`config.mk`:
```
export PLATFORM = sky130hd
export DESIGN_NAME = cv_clk_en_nco_flat
export DESIGN_NICKNAME = d
export VERILOG_FILES = /design/src/rtl/cv_clk_en_nco_if.sv /design/src/rtl/cv_clk_en_nco.sv /design/src/flat_wrapper.sv
export SDC_FILE = /design/constraint.sdc
export NUM_CORES = 1
export LEC_CHECK = 0
export BUFFER_PORTS_ARGS = -buffer_cell sky130_fd_sc_hd__buf_4
export CORE_UTILIZATION = 54
export CTS_BUF_LIST = sky130_fd_sc_hd__clkbuf_16
export DETAILED_ROUTE_END_ITERATION = 10
export MAX_ROUTING_LAYER = met4
export PLACE_DENSITY = 0.77
export SYNTH_ARGS = -nofsm -noshare
export SYNTH_HDL_FRONTEND = slang
export SYNTH_SLANG_ARGS = --single-unit
```
`constraint.sdc`:
```
create_clock -name clk_i -period 2.45 [get_ports clk_i]
set_clock_uncertainty 0.15 [all_clocks]
set_input_delay 0.49 -clock clk_i [delete_from_list [all_inputs] [get_ports clk_i]]
set_output_delay 0.49 -clock clk_i [all_outputs]
set_load 0.02 [all_outputs]
```
`src/rtl/cv_clk_en_nco_if.sv`:
```
// -----------------------------------------------------------------------------
// cv_clk_en_nco_if
// Bundle of the control/status signals of the 10.7 MHz clock-enable NCO.
//
// Signals
//   inc_i          new NCO increment, taken when inc_load_i is high
//   inc_load_i     one-cycle load strobe for inc_i
//   pause_req_i    level request to halt the enable stream
//   pause_ack_o    high while the stream is halted on a p-edge boundary
//   clk_en_10m7_o  single-cycle 10.7 MHz clock enable
//   phase_o        mirror of the downstream divide-by-3 count
//   en_cnt_o       free-running count of issued enables
//
// Modports
//   master : the controlling side (drives increment and pause request)
//   slave  : the NCO itself
// -----------------------------------------------------------------------------
interface cv_clk_en_nco_if #(
    parameter int ACC_W = 32
);
    logic [ACC_W-1:0] inc_i;
    logic             inc_load_i;
    logic             pause_req_i;
    logic             pause_ack_o;
    logic             clk_en_10m7_o;
    logic [1:0]       phase_o;
    logic [15:0]      en_cnt_o;

    modport master (
        output inc_i,
        output inc_load_i,
        output pause_req_i,
        input  pause_ack_o,
        input  clk_en_10m7_o,
        input  phase_o,
        input  en_cnt_o
    );

    modport slave (
        input  inc_i,
        input  inc_load_i,
        input  pause_req_i,
        output pause_ack_o,
        output clk_en_10m7_o,
        output phase_o,
        output en_cnt_o
    );
endinterface

```
`src/rtl/cv_clk_en_nco.sv`:
```
// -----------------------------------------------------------------------------
// cv_clk_en_nco
// Source end of the 10.7 MHz clock-enable interface. A phase-accumulator NCO
// turns an arbitrary system clock into single-cycle enables; the carry out of
// the accumulator add becomes the (registered) enable. A 2-bit mirror of the
// downstream divide-by-3 counter lets the pause handshake stop the stream
// exactly after a 3.58 MHz p-edge enable, so the downstream divider is always
// frozen in the same phase.
//
// Ports
//   clk_i       system clock
//   reset_n_i   asynchronous, active-low reset
//   bus         cv_clk_en_nco_if.slave: increment load, pause handshake,
//               enable output, phase mirror and enable counter
//
// Parameters
//   ACC_W        accumulator / increment width (>= 8)
//   INC_DEFAULT  increment after reset (10.7386 MHz from a 50 MHz clock)
// -----------------------------------------------------------------------------
module cv_clk_en_nco #(
    parameter int               ACC_W       = 32,
    parameter logic [ACC_W-1:0] INC_DEFAULT = ACC_W'(32'd922441722)
) (
    input  logic            clk_i,
    input  logic            reset_n_i,
    cv_clk_en_nco_if.slave  bus
);

    // Largest accepted increment: 2^(ACC_W-1). With this cap the accumulator
    // cannot carry on two consecutive adds, so enables are never adjacent.
    localparam logic [ACC_W-1:0] INC_MAX = {1'b1, {(ACC_W-1){1'b0}}};

    typedef enum logic [1:0] {
        ST_RUN    = 2'd0,
        ST_DRAIN  = 2'd1,
        ST_PAUSED = 2'd2
    } state_t;

    // Saturate a requested increment to INC_MAX.
    function automatic logic [ACC_W-1:0] clamp_inc(input logic [ACC_W-1:0] value);
        logic [ACC_W-1:0] result;
        if (value > INC_MAX) begin
            result = INC_MAX;
        end else begin
            result = value;
        end
        return result;
    endfunction

    // Downstream divider counts 0,2,1,0,... advancing on every enable.
    function automatic logic [1:0] phase_step(input logic [1:0] phase);
        logic [1:0] result;
        if (phase == 2'd0) begin
            result = 2'd2;
        end else begin
            result = phase - 2'd1;
        end
        return result;
    endfunction

    state_t           state_r;
    state_t           state_nxt_s;

    logic [ACC_W-1:0] acc_r;
    logic [ACC_W-1:0] inc_r;
    logic             clk_en_r;
    logic [1:0]       phase_r;
    logic [15:0]      en_cnt_r;
    logic             pause_ack_r;

    logic [ACC_W:0]   sum_s;
    logic             nco_run_s;
    logic             p_edge_s;
    logic [ACC_W-1:0] acc_nxt_s;
    logic [ACC_W-1:0] inc_nxt_s;
    logic             clk_en_nxt_s;
    logic [1:0]       phase_nxt_s;
    logic [15:0]      en_cnt_nxt_s;
    logic             pause_ack_nxt_s;

    // FSM state register.
    always_ff @(posedge clk_i or negedge reset_n_i) begin
        if (!reset_n_i) begin
            state_r <= ST_RUN;
        end else begin
            state_r <= state_nxt_s;
        end
    end

    // Next-state decode. A withdrawn request wins over a coincident p-edge so
    // that pause_ack never asserts once the request has been dropped.
    always_comb begin
        state_nxt_s = state_r;
        p_edge_s    = clk_en_r && (phase_r == 2'd0);
        case (state_r)
            ST_RUN: begin
                if (bus.pause_req_i) begin
                    state_nxt_s = ST_DRAIN;
                end else begin
                    state_nxt_s = ST_RUN;
                end
            end
            ST_DRAIN: begin
                if (!bus.pause_req_i) begin
                    state_nxt_s = ST_RUN;
                end else if (p_edge_s) begin
                    state_nxt_s = ST_PAUSED;
                end else begin
                    state_nxt_s = ST_DRAIN;
                end
            end
            ST_PAUSED: begin
                if (!bus.pause_req_i) begin
                    state_nxt_s = ST_RUN;
                end else begin
                    state_nxt_s = ST_PAUSED;
                end
            end
            default: begin
                state_nxt_s = ST_RUN;
            end
        endcase
    end

    // Datapath next values: NCO add, increment load, phase mirror, counter.
    always_comb begin
        sum_s           = {1'b0, acc_r} + {1'b0, inc_r};
        nco_run_s       = (state_r != ST_PAUSED);
        acc_nxt_s       = acc_r;
        clk_en_nxt_s    = 1'b0;
        inc_nxt_s       = inc_r;
        phase_nxt_s     = phase_r;
        en_cnt_nxt_s    = en_cnt_r;
        pause_ack_nxt_s = (state_nxt_s == ST_PAUSED);

        // While paused the accumulator is held so the stream resumes without
        // a phase jump; the carry is simply not produced.
        if (nco_run_s) begin
            acc_nxt_s    = sum_s[ACC_W-1:0];
            clk_en_nxt_s = sum_s[ACC_W];
        end else begin
            acc_nxt_s    = acc_r;
            clk_en_nxt_s = 1'b0;
        end

        // Loads are honoured in every state, independently of the FSM.
        if (bus.inc_load_i) begin
            inc_nxt_s = clamp_inc(bus.inc_i);
        end else begin
            inc_nxt_s = inc_r;
        end

        // Mirror and count on the edge that closes an enable cycle.
        if (clk_en_r) begin
            phase_nxt_s  = phase_step(phase_r);
            en_cnt_nxt_s = en_cnt_r + 16'd1;
        end else begin
            phase_nxt_s  = phase_r;
            en_cnt_nxt_s = en_cnt_r;
        end
    end

    // Datapath and output registers; async reset kills any enable at once.
    always_ff @(posedge clk_i or negedge reset_n_i) begin
        if (!reset_n_i) begin
            acc_r       <= {ACC_W{1'b0}};
            inc_r       <= INC_DEFAULT;
            clk_en_r    <= 1'b0;
            phase_r     <= 2'd0;
            en_cnt_r    <= 16'd0;
            pause_ack_r <= 1'b0;
        end else begin
            acc_r       <= acc_nxt_s;
            inc_r       <= inc_nxt_s;
            clk_en_r    <= clk_en_nxt_s;
            phase_r     <= phase_nxt_s;
            en_cnt_r    <= en_cnt_nxt_s;
            pause_ack_r <= pause_ack_nxt_s;
        end
    end

    assign bus.clk_en_10m7_o = clk_en_r;
    assign bus.phase_o       = phase_r;
    assign bus.en_cnt_o      = en_cnt_r;
    assign bus.pause_ack_o   = pause_ack_r;

endmodule

```
`src/flat_wrapper.sv`:
```
// flat-port wrapper written by rule: the top's interface ports become plain ports
module cv_clk_en_nco_flat 
#(
    parameter int               ACC_W       = 32,
    parameter logic [ACC_W-1:0] INC_DEFAULT = ACC_W'(32'd922441722)
)
  (clk_i, reset_n_i, bus_inc_i, bus_inc_load_i, bus_pause_req_i, bus_pause_ack_o, bus_clk_en_10m7_o, bus_phase_o, bus_en_cnt_o);
  cv_clk_en_nco_if #(.ACC_W(ACC_W)) bus_i ();
  input  logic clk_i;
  input  logic reset_n_i;
  input wire logic [$bits(bus_i.inc_i)-1:0] bus_inc_i;
  input wire logic [$bits(bus_i.inc_load_i)-1:0] bus_inc_load_i;
  input wire logic [$bits(bus_i.pause_req_i)-1:0] bus_pause_req_i;
  output wire logic [$bits(bus_i.pause_ack_o)-1:0] bus_pause_ack_o;
  output wire logic [$bits(bus_i.clk_en_10m7_o)-1:0] bus_clk_en_10m7_o;
  output wire logic [$bits(bus_i.phase_o)-1:0] bus_phase_o;
  output wire logic [$bits(bus_i.en_cnt_o)-1:0] bus_en_cnt_o;
  assign bus_i.inc_i = bus_inc_i;
  assign bus_i.inc_load_i = bus_inc_load_i;
  assign bus_i.pause_req_i = bus_pause_req_i;
  assign bus_pause_ack_o = bus_i.pause_ack_o;
  assign bus_clk_en_10m7_o = bus_i.clk_en_10m7_o;
  assign bus_phase_o = bus_i.phase_o;
  assign bus_en_cnt_o = bus_i.en_cnt_o;
  cv_clk_en_nco #(.ACC_W(ACC_W), .INC_DEFAULT(INC_DEFAULT)) u_core (.clk_i(clk_i), .reset_n_i(reset_n_i), .bus(bus_i));
endmodule
```
=== Yosys cells after proc, flatten, opt, wreduce, memory -nomap -nowiden ===
Cells that the tools add are included.

* Add/subtract/negate cells: 3
* Reduce and logical (&&, ||, !) cells: 3
* $lt $le $gt $ge: 1
* Equality and inequality tests: 4
* Multiplexer cells: 8

{| class="wikitable"
|+ Operators with widths
! operator !! number
|-
| $add A32 B32 Y33 || 1
|-
| $gt A32 B32 Y1 const B || 1
|-
| $mux W32 || 1
|-
| $add A16 B1 Y16 const B || 1
|-
| $mux W2 || 4
|-
| $pmux W2 S3 || 1
|-
| $eq A2 B2 Y1 const B || 2
|-
| $logic_not A2 Y1 || 2
|-
| $eq A2 B1 Y1 const B || 1
|-
| $mux W1 || 2
|-
| $ne A2 B2 Y1 const B || 1
|-
| $sub A2 B1 Y2 const B || 1
|-
| $logic_and A1 B1 Y1 || 1
|}

* Word-level logic and storage cells: 26
* Input port bits: 36
* Output and inout bits: 20
* Flip-flop bits (word level): 86

=== Longest topological paths before layout ===
Gate-level depths: netlist (run 1).

* Depth in word-level cells: 6
* Gate-level depth with buffers: 8
* Depth with buffers taken out: 8

=== Least setup slack after synthesis (run 1) ===
OpenSTA, ideal clock, no wires.

* Kind: flip-flop to flip-flop
* From: reg u_core.inc_r[0]
* To: reg u_core.acc_r[24]
* Buffers on the path: 0
* Setup slack: -0.101 ns
* Arrival time: 2.268 ns
* Data required time: 2.167 ns
* Stages on the path, launching flop included: 9
* Setup time: 0.133 ns
* Cells stage by stage: dfrtp_1 -> ha_1 -> fa_1 -> a21o_1 -> a311o_1 -> o211ai_2 -> a311oi_4 -> a2111oi_2 -> nor3_2

* Longest elaborated chain between the ends: 1

{| class="wikitable"
|+ Ends and longest elaborated chain
! element !! RTL line !! text
|-
| start, declared || cv_clk_en_nco.sv:65 || <nowiki>logic [ACC_W-1:0] inc_r;</nowiki>
|-
| start signal, assigned || cv_clk_en_nco.sv:174 || <nowiki>inc_r <= inc_nxt_s;</nowiki>
|-
| $add A32 B32 Y33 || cv_clk_en_nco.sv:127 || <nowiki>sum_s = {1'b0, acc_r} + {1'b0, inc_r};</nowiki>
|-
| end signal, assigned || cv_clk_en_nco.sv:166 || <nowiki>acc_r <= {ACC_W{1'b0}};</nowiki>
|-
| end signal, assigned || cv_clk_en_nco.sv:173 || <nowiki>acc_r <= acc_nxt_s;</nowiki>
|-
| end, declared || cv_clk_en_nco.sv:64 || <nowiki>logic [ACC_W-1:0] acc_r;</nowiki>
|}

Every way passes these cells.
A chain may end at the register's enable or synchronous reset.

=== Worst setup path in the final report (run 1) ===
* From: reg u_core.inc_r[1]
* To: reg u_core.acc_r[27]

The elaborated chain is that of the path after synthesis.

==> impl_results.md, run 1 <==
- Leak Pwr: 0.00293 uW
- Detailed Route Iter0 Violations: 262
- Top_reg_cell synth: dfrtp_1
- Syn_nets: 673
- Share of layout cells above drive strength 1: 27.2%
- Die Wd: 102 um
- Share of power burned in registers: 28.7%
- NumNets Final: 756
- Die height: 102 um
- CP peak stage delay: 0.57 ns
- Layout fillers: 786
- Hold Path Class: in2reg
- Final ANT Viol Nets: 0
- Final Cell Area: 6720 um^2
- Yosys cell types: 69
- Switching share of power: 41.6%
- Gate Count Post-Synth: 601
- Post-synth ARST share: 100%
- Synth warn: 0
- First-pass GRT wire length: 21,700 um
- Failing checks: negative setup slack
- Biggest area consumer among synthesized cells: dfrtp_1
- Finished Layout Cells: 821
- Final slew viol count: 0
- Post-DR vias/cell: 5.85
- GR Overflow Total: 0
- Core area: 9730 um^2
- Clk Latency, worst-skew pair: 0.35 ns
- Final setup viols: 1
- Drt total wl: 13,200 um
- Mean post-synth cell area: 9.00 um^2
- Initial antenna violation count: 0
- Die ar.: 10,400 um^2
- Detailed placement HPWL: 9930 um
- CTS tree: yes
- Inst Count DP: 801
- Clock buffer count from CTS: 9
- 1st-pass router iterations: 5
- Max_cap viols: 0
- Most frequent cell after synthesis: nand2_1
- Crit path required time: 2.54 ns
- Final-report hold violation count: 0
- Register area share after synthesis: 40.3%
- Setup ws final: -0.0111 ns
- Share of the synthesized area in the top cell type: 29.6%
- Crit. End Element: flop
- Crit-path max FO: 4
- Vias: 4,803
- CTS clk-pin slew, worst paths: 0.07 ns
- Cell Chain, Critical Path: ha_4 > a211oi_2 > buf_4 > o211ai_4 > a31o_4 > a2111oi_4 > o21a_1 > nor3_2
- Final RePlAce weighted congestion: 0.937
- Initial Util: 55.6%
- Startpoint types: flop
- Highest clock rate: 0.406 GHz
- Gate power share: 54.9%
- H-tree lvl count: 3
- Period utilization: 100%
- Slew HR: 61.2%
- Crit path arrival time: 2.55 ns
- Number of diodes: 0
- Post-synthesis cell area: 5410 um^2
- I/O pin count: 56
- RSZ-0062 raised after global routing: yes
- # rows: 36
- Min cycle time layout: 2.46 ns
- Critical Path Slowest Stage Cell: dfstp_2
- Net Switching: 3160 uW
- Setup CP Type: reg2reg
- Worst-margin pin slew: 0.568 ns
- Synth top area cells: dfrtp_1 30%, dfstp_2 11%, ha_1 8.1%
- Max VDD drop: 0.000472 V
- Max clock buf depth: 2
- Synth-to-Final Area Change: 24.3%
- Drt drc: 0
- Largest net degree at the start of global routing: 47
- Total Routing Usage GR: 27.8%
- Post-DR wirelength/cell: 16.1 um
- Placed Area: 6190 um^2
- Power per cell area: 1130 nW/um^2
- Clk pwr share: 16.5%
- Status: finished, violations left
- Number of global-route vias before repair: 4,453
- Sink Count: 86
- Internal power: 4430 uW
- FF+latch count, synth: 86
- Synth cell count leaders: 83 x nand2_1, 64 x dfrtp_1, 55 x o21ai_0
- Post-synth EDFFs: 0
- IO buf count: 55
- Clock Tree Root: clkbuf_16
- Total power: 7590 uW
[power by group through the flow]
stage | Combinational (uW) | Sequential [uW] | Clock (uW)
final | 4160 | 2180 | 1250
after detailed placement | 3810 | 2160 | 0
after CTS | 3880 | 2140 | 1270
after global placement | 3700 | 2140 | 0
after global routing | 4590 | 2230 | 1330
after floorplan | 2700 | 2140 | 0
[stage by stage]
step           util, %  setup slack (ns)  TNS, ns  hold WS [ns]
2_1_floorplan        -           0.00218        0        0.0444
3_3_place_gp      63.6           -0.0273  -0.0318         0.230
3_5_place_dp      63.6            -0.157   -0.532         0.230
4_1_cts           66.8           0.00264        0         0.205
5_1_grt           69.1           -0.0876   -0.559         0.227
6_report          69.1           -0.0111  -0.0111         0.208
[state kept, by name (all words and copies together) (netlist names)]
register and flops:
u_core.inc_r 32, u_core.acc_r 32, u_core.bus.clk_en_10m7_o 1, u_core.state_r 2, u_core.bus.phase_o 2, u_core.bus.pause_ack_o 1
u_core.bus.en_cnt_o 16
[cell usage in the layout, fill, tap and decap left out, types with 3 or more instances in the layout]
master / instances
a2111oi_4: 3
a211oi_1: 4
a211oi_2: 4
a21o_1: 9
a21oi_1: 35
a21oi_2: 6
a31oi_1: 6
and2_1: 6
and3_1: 6
and4_1: 5
buf_4: 91
clkbuf_16: 9
clkinvlp_4: 3
dfrtp_1: 63
dfstp_2: 22
ha_1: 26
ha_2: 3
ha_4: 6
inv_1: 36
nand2_1: 83
nand3_1: 14
nand3b_1: 3
nand4_1: 9
nor2_1: 34
nor2_2: 3
nor3_1: 13
nor3_2: 7
nor4_1: 9
o211ai_1: 8
o21a_1: 10
o21ai_0: 54
o21ai_1: 3
xnor2_1: 23
xor2_1: 10
[cells by family (layout without fill, tap and decap cells)]
group | after synthesis | in the layout | synth area share (%)
AND/OR/NAND/NOR | 204 | 204 | 18.4
AO/OA/AOI/OAI | 179 | 179 | 22.5
flip-flops | 86 | 86 | 40.3
buffers and inverters | 60 | 147 | 4.35
adder cells (fa/ha/maj) | 36 | 36 | 8.47
XOR/XNOR | 33 | 33 | 5.35
multiplexers | 3 | 3 | 0.602
[routing by layer]
metal	up-vias	track usage, %	wire [um]
met5	-	-	0
met4	0	10.0	198
met3	16	3.08	530
met2	121	43.0	6190
met1	2335	37.9	6290
li1	2331	-	-
[final timing paths]
kind / from / slack (ns) / cells past startpoint / endpoint
worst max-delay path: u_core.inc_r[1] / -0.01 / 8 / u_core.acc_r[27]
worst min-delay path: bus_inc_i[25] / 0.21 / 3 / u_core.inc_r[25]
worst max register to register: u_core.inc_r[1] / -0.01 / 8 / u_core.acc_r[27]
worst min register to register: u_core.inc_r[26] / 0.32 / 2 / u_core.inc_r[26]
max in group asynchronous: reset_n_i / 1.13 / 3 / u_core.acc_r[24]
min in group asynchronous: reset_n_i / 0.41 / 2 / u_core.acc_r[14]
[critical path, delay by kind of cell (launching register included)]
kind            cells  cell delay [ns]
simple gates        1             0.04
buf+inv             1             0.16
flops               1             0.57
compound gates      5             1.23
fa+ha+maj           1             0.21
[layout make-up]
type	count	area [um^2]	share of cell area (%)
Clock buffer	9	225	3.35
Clock inverter	6	40.0	0.596
Inverter	36	135	2.01
Multi-Input combinational cell	455	3220	47.9
Sequential cell	86	2180	32.4
Tap cell	133	166	2.48
Timing Repair Buffer	96	756	11.2
[timing repair]
action                     in CTS  in global routing
pin swaps                       3                 15
hold endpoints to repair       10                  0
hold buffers                    1                  0
gates resized for setup         4                 38
buffers inserted                1                  3
setup endpoints to repair       8                 18
(Power assumes the default switching activity.)
==> run 2: changes to the inputs <==
Settings changed: BUFFER_PORTS_ARGS -buffer_cell sky130_fd_sc_hd__buf_4 to -buffer_cell sky130_fd_sc_hd__buf_2, CAP_MARGIN from default to 20, HOLD_SLACK_MARGIN from default to 0.08.
==> run 2 against run 1 <==
Net effect:
- the flow now finishes without violations
- final cell count rose by 0.12%
- non-clock buffer count stayed put
- worst hold slack better by 0.0021 ns
- first-iteration DRC count shrank 13%
- clock-buffer cell count is the same
- global-route usage rose by 0.29 points
- critical path type unchanged
- largest power group unchanged
==> impl_results.md, run 2 (same netlist as run 1, synthesis figures left out) <==
- Status: complete, no violations
- Vias: 4,808
- Max VDD drop: 0.000443 V
- Die height: 102 um
- Gate power share: 53.9%
- Die ar.: 10,400 um^2
- Number of global-route vias before repair: 4,607
- Number of diodes: 0
- Setup CP Type: reg2reg
- Highest clock rate: 0.416 GHz
- Crit path from: u_core.inc_r[1]
- Internal power: 4510 uW
- RSZ-0062 raised after global routing: yes
- Final-report hold violation count: 0
- Die Wd: 102 um
- Detailed Route Iter0 Violations: 228
- R2R Path End: u_core.bus.clk_en_10m7_o
- Crit path required time: 2.57 ns
- Initial Util: 55.6%
- CTS tree: yes
- GR Overflow Total: 0
- Clock Tree Root: clkbuf_16
- Slew HR: 60.2%
- Final Cell Area: 6630 um^2
- Drt total wl: 13,600 um
- Hold depth: 3
- Clock buffer count from CTS: 9
- IO buf count: 55
- Worst Reg2Reg Path Length in Cells: 9
- Crit. End Element: flop
- Clk pwr share: 18.0%
- Switching share of power: 41.8%
- Max clock buf depth: 2
- Crit path arrival time: 2.52 ns
- Placed Area: 6070 um^2
- Net Switching: 3230 uW
- Largest net degree at the start of global routing: 58
- Post-DR vias/cell: 5.85
- Hold path endpoint: u_core.inc_r[25]
- Detailed placement HPWL: 9900 um
- Final ANT Viol Nets: 0
- Commonest non-fill, non-tap cell in the layout: nand2_1
- Clk Latency, worst-skew pair: 0.35 ns
- Total power: 7740 uW
- Final RePlAce weighted congestion: 0.942
- Hold Path Class: in2reg
- Crit-path max FO: 4
- Final slew viol count: 0
- Power per cell area: 1170 nW/um^2
- HP Start: bus_inc_i[25]
- 1st-pass router iterations: 5
- I/O pin count: 56
- Startpoint types: flop
- Initial antenna violation count: 0
- Core area: 9730 um^2
- Post-DR wirelength/cell: 16.5 um
- Setup ws final: 0.0475 ns
- H-tree lvl count: 3
- Sink Count: 86
- CTS clk-pin slew, worst paths: 0.07 ns
- Critical R2R Launch: u_core.inc_r[1]
- Max_cap viols: 0
- Inst Count DP: 804
- Share of layout cells above drive strength 1: 26.7%
- Period utilization: 98.1%
- Worst-margin pin slew: 0.582 ns
- Reg2Reg Setup Slack: 0.05 ns
- Final setup viols: 0
- NumNets Final: 756
- First-pass GRT wire length: 21,900 um
- Total Routing Usage GR: 28.1%
- Setup Slack @ Placement: -0.112 ns
- Leak Pwr: 0.00294 uW
- Share of power burned in registers: 28.1%
- Most frequent cells in the layout: 83 x nand2_1, 64 x dfrtp_1, 54 x buf_2
- Min cycle time layout: 2.40 ns
- # rows: 36
- Drt drc: 0
- Finished Layout Cells: 822
- Synth-to-Final Area Change: 22.6%
run 2: power groups by stage:
stage | clock network, uW | registers (uW) | logic (uW)
after detailed placement | 0 | 2150 | 3790
final | 1390 | 2180 | 4170
after floorplan | 0 | 2140 | 2700
after global routing | 1480 | 2220 | 4560
after CTS | 1410 | 2140 | 3870
after global placement | 0 | 2140 | 3680
run 2: how the worst max path moves through the flow:
stage                          endpoint  cells after the start  slack [ns]
4_1_cts                u_core.acc_r[24]                      8       -0.01
3_5_place_dp           u_core.acc_r[24]                      8       -0.11
5_1_grt        u_core.bus.clk_en_10m7_o                      9       -0.04
6_report       u_core.bus.clk_en_10m7_o                      9        0.05
2_1_floorplan          u_core.acc_r[24]                      8       0.002
3_3_place_gp           u_core.acc_r[24]                      8       -0.02
run 2: through the flow:
stage          hold WS (ns)  setup TNS (ns)  utilization [%]
2_1_floorplan        0.0444               0                -
3_3_place_gp          0.300         -0.0299             62.4
3_5_place_dp          0.302          -0.503             62.4
4_1_cts               0.208         -0.0122             65.9
5_1_grt               0.217          -0.129             68.1
6_report              0.210               0             68.1
run 2: area by class of cell:
class                           instances  area, um^2
Sequential cell                        86        2180
Tap cell                              133         166
Clock buffer                            9         225
Fill cell                             816        3100
Multi-Input combinational cell        455        3230
Inverter                               36         135
Timing Repair Buffer                   96         617
Clock inverter                          7        72.6
run 2: repair_timing:
action                                  in CTS  in global routing
endpoints found under the setup margin       8                 20
pin swaps                                    3                 11
endpoints found under the hold margin       18                  0
buffers inserted                             1                  0
resized for setup                            4                 36
hold buffers                                 1                  0
run 2: per-layer routing:
metal	up-vias	part of all wire [%]	global-route usage, %
met4	0	1.8	9.01
li1	2339	-	-
met1	2319	47	37.0
met3	21	4.3	4.79
met2	129	47	44.2
met5	-	0	-
run 2: worst max-delay path: stages, from the launching register on:
cell and delay, ns:
dfstp_2 0.55, buf_6 0.10, fa_2 0.20, a21o_1 0.18, a311o_1 0.19, o211ai_2 0.12, a311oi_4 0.44, buf_4 0.18
nand2_1 0.05, a31oi_1 0.18
==> run 3: changes to the inputs <==
Settings changed: SETUP_SLACK_MARGIN from default to 0.1.
==> run 3 against run 2 <==
Net effect:
- sequential cell count is the same
- worst hold slack gained 0.0066 ns
- register-to-register slack is essentially flat
- critical path depth shrank 1
- via count grew 0.31%
- combinational power grew 2%
- global-route usage shrank 0.065 points
- cell area grew 0.45%
- maximum frequency grew 0.14%
- final cell count is the same
- setup slack gained 0.0034 ns
- critical endpoint is now u_core.acc_r[24]
==> impl_results.md, run 3 (same netlist as run 1, synthesis figures left out) <==
- Most frequent cells in the layout: 83 x nand2_1, 64 x dfrtp_1, 54 x buf_2
- Number of diodes: 0
- Setup CP Type: reg2reg
- Min cycle time layout: 2.40 ns
- Final core occ: 68.4%
- Detailed Route Iter0 Violations: 297
- Drt total wl: 13,400 um
- Clk Latency, worst-skew pair: 0.34 ns
- Detailed placement HPWL: 9870 um
- Vias: 4,823
- Gr busiest metal: met2
- Max VDD drop: 0.000439 V
- Inst Count DP: 798
- Startpoint types: flop
- Met3 usage: 4.17%
- Clock Tree Root: clkbuf_16
- Final setup viols: 0
- IO buf count: 55
- Final slew viol count: 0
- Hold Path Class: in2reg
- Leak Pwr: 0.00292 uW
- NumNets Final: 756
- First-pass GRT wire length: 21,900 um
- Placed Area: 6030 um^2
- CTS tree: yes
- Largest net degree at the start of global routing: 41
- Crit. End Element: flop
- GR Overflow Total: 0
- Crit-path max FO: 5
- Sink Count: 86
- Max clock buf depth: 2
- RSZ-0062 raised after global routing: yes
- Period utilization: 97.9%
- Number of global-route vias before repair: 4,598
- Initial antenna violation count: 0
- Highest clock rate: 0.417 GHz
- Met2 usage in global routing: 43.8%
- Final RePlAce weighted congestion: 0.924
- Total Routing Usage GR: 28.0%
- Post-DR wirelength/cell: 16.3 um
- Met1 Use GR: 36.7%
- Share of layout cells above drive strength 1: 28.9%
- Core area: 9730 um^2
- H-tree lvl count: 3
- Power per cell area: 1150 nW/um^2
- Die Wd: 102 um
- Commonest non-fill, non-tap cell in the layout: nand2_1
- # rows: 36
- Final Cell Area: 6660 um^2
- I/O pin count: 56
- Finished Layout Cells: 822
- Clock buffer count from CTS: 9
- Final-report hold violation count: 0
- 1st-pass router iterations: 5
- Drt drc: 0
- Crit path arrival time: 2.48 ns
- Max_cap viols: 0
- Worst-margin pin slew: 0.542 ns
- Die ar.: 10,400 um^2
- Status: complete, no violations
- Initial Util: 55.6%
- Hold depth: 3
- Worst Reg2Reg Path Length in Cells: 8
- Slew HR: 63.0%
- Die height: 102 um
- Post-DR vias/cell: 5.87
- CTS clk-pin slew, worst paths: 0.06 ns
- Final ANT Viol Nets: 0
- Synth-to-Final Area Change: 23.2%
- Crit path required time: 2.53 ns
[run 3: where the power goes]
| part | switching, uW | internal, uW |
|---|---|---|
| logic | 2350 | 1910 |
| clock network | 554 | 679 |
| registers | 308 | 1850 |
| total | 3210 | 4440 |
[run 3: worst paths after layout]
| check | slack (ns) | to | from |
|---|---|---|---|
| max | 0.05 | u_core.acc_r[24] | u_core.inc_r[0] |
| min | 0.22 | u_core.inc_r[30] | bus_inc_i[30] |
| max reg2reg | 0.05 | u_core.acc_r[24] | u_core.inc_r[0] |
| min reg2reg | 0.32 | u_core.bus.en_cnt_o[15] | u_core.bus.en_cnt_o[15] |
| max in group asynchronous | 1.01 | u_core.inc_r[26] | reset_n_i |
| min in group asynchronous | 0.46 | u_core.inc_r[11] | reset_n_i |
[run 3: metrics by stage]
step	TNS (ns)	worst slack, ns	power [uW]	hold slack [ns]
6_report	0	0.0508	7660	0.217
5_1_grt	-0.0715	-0.0339	8180	0.235
4_1_cts	0	0.0299	7320	0.213
3_5_place_dp	-0.134	-0.0827	5890	0.284
3_3_place_gp	0	0.0230	5780	0.279
2_1_floorplan	0	0.0958	4840	0.0444
[run 3: area by class of cell]
class,count,area (um^2)
Fill cell,792,3070
Multi-Input combinational cell,455,3290
Clock buffer,9,225
Sequential cell,86,2180
Clock inverter,7,42.5
Timing Repair Buffer,96,617
Tap cell,133,166
Inverter,36,135
[run 3: worst max-delay path, cell delays in order (launching register included)]
cell	delay (ns)
dfrtp_1	0.39
ha_2	0.20
fa_2	0.35
a21o_1	0.20
a311o_1	0.28
o211ai_2	0.10
a311oi_4	0.19
a2111oi_4	0.34
nor3_2	0.07
[run 3: what timing repair did]
action | CTS | global route
resized for setup | 15 | 39
setup buffers | 4 | 3
hold buffers | 1 | 0
endpoints found under the hold margin | 22 | 0
endpoints found under the setup margin | 17 | 22
pin swaps | 13 | 11
[run 3: per-layer routing]
layer  wire length (um)  vias to the layer above  part of all wire [%]
li1                   -                     2332                     -
met1               6110                     2308                    46
met2               6310                      161                    47
met3                718                       22                   5.4
met4                278                        0                   2.1
met5                  0                        -                     0
